`src/rtl/sorted_merge8.sv`:
```
// rtl/sorted_merge8.sv - stable two-way merge of two ascending 4-word lists into an 8-word stream
module sorted_merge8 #(
    parameter int DATA_W = 16
) (
    input  logic              clk,
    input  logic              rst,
    input  logic              in_valid,
    output logic              in_ready,
    input  logic [DATA_W-1:0] a0,
    input  logic [DATA_W-1:0] a1,
    input  logic [DATA_W-1:0] a2,
    input  logic [DATA_W-1:0] a3,
    input  logic [DATA_W-1:0] b0,
    input  logic [DATA_W-1:0] b1,
    input  logic [DATA_W-1:0] b2,
    input  logic [DATA_W-1:0] b3,
    output logic              out_valid,
    input  logic              out_ready,
    output logic [DATA_W-1:0] out_data,
    output logic              out_src,
    output logic [1:0]        out_idx,
    output logic              out_last,
    output logic              done
);

    typedef enum logic {IDLE, MERGE} state_t;

    state_t            state, state_n;
    logic [DATA_W-1:0] a_q [4];
    logic [DATA_W-1:0] b_q [4];
    logic [2:0]        ia, ib;
    logic [3:0]        count;
    logic              adv, capture, load, finish, take_b;
    logic [DATA_W-1:0] a_head, b_head;

    // The output register may be refilled when it is empty or being drained this cycle.
    assign adv    = !out_valid || out_ready;
    assign a_head = a_q[ia[1:0]];
    assign b_head = b_q[ib[1:0]];

    // Pick the source of the next word: an exhausted list forces the other; ties go to A.
    always_comb begin
        take_b = 1'b0;
        if (ia == 3'd4) begin
            take_b = 1'b1;
        end else if (ib == 3'd4) begin
            take_b = 1'b0;
        end else begin
            take_b = (a_head > b_head);
        end
    end

    // State register.
    always_ff @(posedge clk) begin
        if (rst) begin
            state <= IDLE;
        end else begin
            state <= state_n;
        end
    end

    // Next state and per-cycle control strobes.
    always_comb begin
        state_n  = state;
        in_ready = 1'b0;
        capture  = 1'b0;
        load     = 1'b0;
        finish   = 1'b0;
        case (state)
            IDLE: begin
                in_ready = !rst;
                if (in_valid) begin
                    capture = 1'b1;
                    state_n = MERGE;
                end
            end
            MERGE: begin
                if (adv) begin
                    if (count != 4'd8) begin
                        load = 1'b1;
                    end else begin
                        finish  = 1'b1;
                        state_n = IDLE;
                    end
                end
            end
            default: state_n = IDLE;
        endcase
    end

    // Capture the quad pair; later input changes never reach these registers.
    always_ff @(posedge clk) begin
        if (capture && !rst) begin
            a_q[0] <= a0;
            a_q[1] <= a1;
            a_q[2] <= a2;
            a_q[3] <= a3;
            b_q[0] <= b0;
            b_q[1] <= b1;
            b_q[2] <= b2;
            b_q[3] <= b3;
        end
    end

    // Merge pointers, word counter, output register and completion pulse.
    always_ff @(posedge clk) begin
        if (rst) begin
            ia        <= 3'd0;
            ib        <= 3'd0;
            count     <= 4'd0;
            out_valid <= 1'b0;
            out_data  <= '0;
            out_src   <= 1'b0;
            out_idx   <= 2'd0;
            out_last  <= 1'b0;
            done      <= 1'b0;
        end else begin
            done <= 1'b0;
            if (load) begin
                out_valid <= 1'b1;
                out_last  <= (count == 4'd7);
                count     <= count + 4'd1;
                out_src   <= take_b;
                if (take_b) begin
                    out_data <= b_head;
                    out_idx  <= ib[1:0];
                    ib       <= ib + 3'd1;
                end else begin
                    out_data <= a_head;
                    out_idx  <= ia[1:0];
                    ia       <= ia + 3'd1;
                end
            end
            if (finish) begin
                out_valid <= 1'b0;
                out_last  <= 1'b0;
                done      <= 1'b1;
                ia        <= 3'd0;
                ib        <= 3'd0;
                count     <= 4'd0;
            end
        end
    end

endmodule
```
`config.mk`:
```
export PLATFORM = sky130hd
export DESIGN_NAME = sorted_merge8
export DESIGN_NICKNAME = d
export VERILOG_FILES = /design/src/rtl/sorted_merge8.sv
export SDC_FILE = /design/constraint.sdc
export NUM_CORES = 1
export LEC_CHECK = 0
export CORE_MARGIN = 4
export CORE_UTILIZATION = 54
export DETAILED_ROUTE_END_ITERATION = 6
export PLACE_DENSITY = 0.85
export SKIP_CTS_REPAIR_TIMING = 1
export SLEW_MARGIN = 20
export SYNTH_ARGS = -nofsm -noshare
export SYNTH_HDL_FRONTEND = slang
export SYNTH_SLANG_ARGS = --single-unit
```
`constraint.sdc`:
```
create_clock -name clk -period 6.4 [get_ports clk]
set_clock_uncertainty 0.05 [all_clocks]
set_input_delay 1.28 -clock clk [delete_from_list [all_inputs] [get_ports clk]]
set_output_delay 1.28 -clock clk [all_outputs]
set_load 0.005 [all_outputs]
```
==> run summary <==
Post-synth EDFFs - 128
Port Buffer Count - 154
FFs w/ async S/R, synth - 0%
Fin Setup TNS - 0 ps
status - finished clean
worst hold path class - reg -> reg
Max-cap violations - 0
Placeable Area - 12100 µm²
critical path class - in -> out
met1 WL - 5.65 mm
RSZ-0062 raised after global routing - no
ys flop type - edfxtp_1
Hold Path Depth - 2
vias in the first global route - 4567
Mapped Area - 6680 µm²
num rows - 40
slew margin rel. - 28.7%
Root Driver - clkbuf_16
crit path DAT - 3040 ps
uppermost routed layer - met4
Total GRT Usage - 22.3%
initial antenna violation count - 0
DIE HEIGHT - 119 µm
sequential cell area fraction in the yosys report - 68.6%
fill count - 763
slew of the pin with the lowest slew margin - 1070 ps
Worst R2R End - ia[1]$_SDFFE_PP0P_
PD cells - 300 nW/µm²
Multi-input gate area - 1920 µm²
NumNets Final - 731
gr ovfl total - 0
Detailed Route WL - 15.2 mm
total clock buffers created by CTS - 17
clk sinks - 165
Pwr Total - 2.69 mW
global-route wire length before repair - 23.6 mm
CP max FO - 23
Critical Path RT - 5070 ps
Max Buffers Root-to-Sink - 2
count leader, synth - edfxtp_1
Post-synth top cells - edfxtp_1 (128), dfxtp_1 (37), mux4_2 (32)
DRC Markers - 0
final worst-path cycle share - 68.3%
io pins - 155
hpwl dp - 11.1 mm
crit path to - in_ready
n_diodes - 0
met2 WL post-DR - 8.18 mm
Hold Vio Cnt, Final - 0
setup slack, reg-to-reg - 2770 ps
crit path launch type - primary input
Yosys reg bits - 165
Initial Util - 55.4%
synth-to-layout area growth - 34.2%
Die Wd - 119 µm
R2R cell count - 8
CTS tree - yes
Ys Warns - 0
Synth top area share - 57.5%
largest net degree at the start of global routing - 70
1st-pass router iterations - 5
Routed WL per cell - 20.0 µm
Register Area - 4590 µm²
die footprint - 14200 µm²
area leader, netlist - edfxtp_1
Max IR drop VDD - 0.190 mV
hold path startpoint - out_src$_SDFFE_PP0P_
layout cells sized above 1 - 13.1%
Max Slew Vio Count - 0
top cells by area, synth - edfxtp_1 (58%), dfxtp_1 (11%), mux4_2 (11%)
Max Clock Freq - 229 MHz
Worst setup EP type - output pin
H-tree Lvls - 4
Setup violations, final - 0
crit path time final - 4370 ps
clock input transition at the sequential cells of the worst setup and hold paths - 60 ps
syn nets - 574
Worst-Skew Late Latency - 420 ps
DRT iter0 DRCs - 367
DR vias/cell - 5.54
total number of vias - 4201
Post-Syn Instances - 420
Detail Route Antenna Nets - 0
Avg Inst Size Synth - 15.9 µm²
gpl congestion - 0.858
library cells used by synthesis - 41
Static Leakage - 3.10 nW
WL met3 - 954 µm
CP Launch Point - rst
## worst max-delay path, cell delays in order
cell and delay, ps:
clkdlybuf4s50_1 870, nor2_1 350, clkdlybuf4s50_1 550
## worst min-delay path by stage
stage / slack (ps) / endpoint
2_1_floorplan: 400 / ib[2]$_SDFFE_PP0P_
3_3_place_gp: 400 / out_src$_SDFFE_PP0P_
3_5_place_dp: 400 / out_src$_SDFFE_PP0P_
4_1_cts: 430 / out_src$_SDFFE_PP0P_
5_1_grt: 450 / out_src$_SDFFE_PP0P_
6_report: 430 / out_src$_SDFFE_PP0P_
## through the flow
step / setup slack (ps) / cell area [µm²] / instances / hold slack [ps] / utilization, %
finish: 2030 / 8970 / 758 / 425 / 74.4
global route: 1940 / 8970 / 758 / 451 / 74.4
CTS: 2050 / 8970 / 758 / 425 / 74.4
detailed placement: 2050 / 8380 / 726 / 404 / 69.5
global placement: 2120 / 8380 / 726 / 400 / 69.5
floorplan: 1450 / 6680 / 420 / 396 / -
## layer usage
metal  up-vias  global-route usage (%)
met5         -                       0
met4         0                    9.27
met3        27                    6.79
met2       164                    38.7
met1      2057                    25.5
li1       1953                       -
## registers in the layout, indices dropped and copies added, names as in the netlist, 2 cells and up, named ones only
name,flops
a_q,64
count,4
ia,3
b_q,64
out_data,16
ib,3
out_idx,2
## power breakdown
group	internal [mW]	switching [mW]	leakage [nW]	total, mW
clock network	0.607	0.402	0.275	1.01
logic	0.217	0.212	1.33	0.429
registers	1.21	0.0353	1.49	1.25
## cell type report
cell class,instances,area share [%]
clock inverter,15,1.81
inverter,23,0.962
clock buffer,17,4.74
sequential,165,51.1
tap,168,2.34
multi-input combinational,211,21.4
timing repair buffer,159,17.6
## placed cells by master, fill, tap and decap left out, types with 3 or more instances in the layout
master           instances
a21oi_1                 13
mux2i_1                  7
clkinvlp_4               4
edfxtp_1               128
o21ai_0                 12
nand4_1                  5
inv_1                   23
clkbuf_16               17
clkdlybuf4s50_1        154
ha_1                    22
clkinv_1                 4
nand2_1                 21
nor2_1                  29
o21ai_1                  7
bufinv_16                3
buf_4                    5
nand3_1                 18
mux4_2                  32
a311oi_1                17
dfxtp_1                 36
## cell families after synthesis
family                   Yosys count  share of synthesized area (%)
multiplexers                      39                           11.8
adder cells (fa/ha/maj)           22                           4.12
flip-flops                       165                           68.6
AO/OA/AOI/OAI                     62                           6.40
buffers and inverters             44                           2.75
AND/OR/NAND/NOR                   85                           5.92
XOR/XNOR                           3                          0.393
No activity file was read; power rests on OpenSTA's default activity.
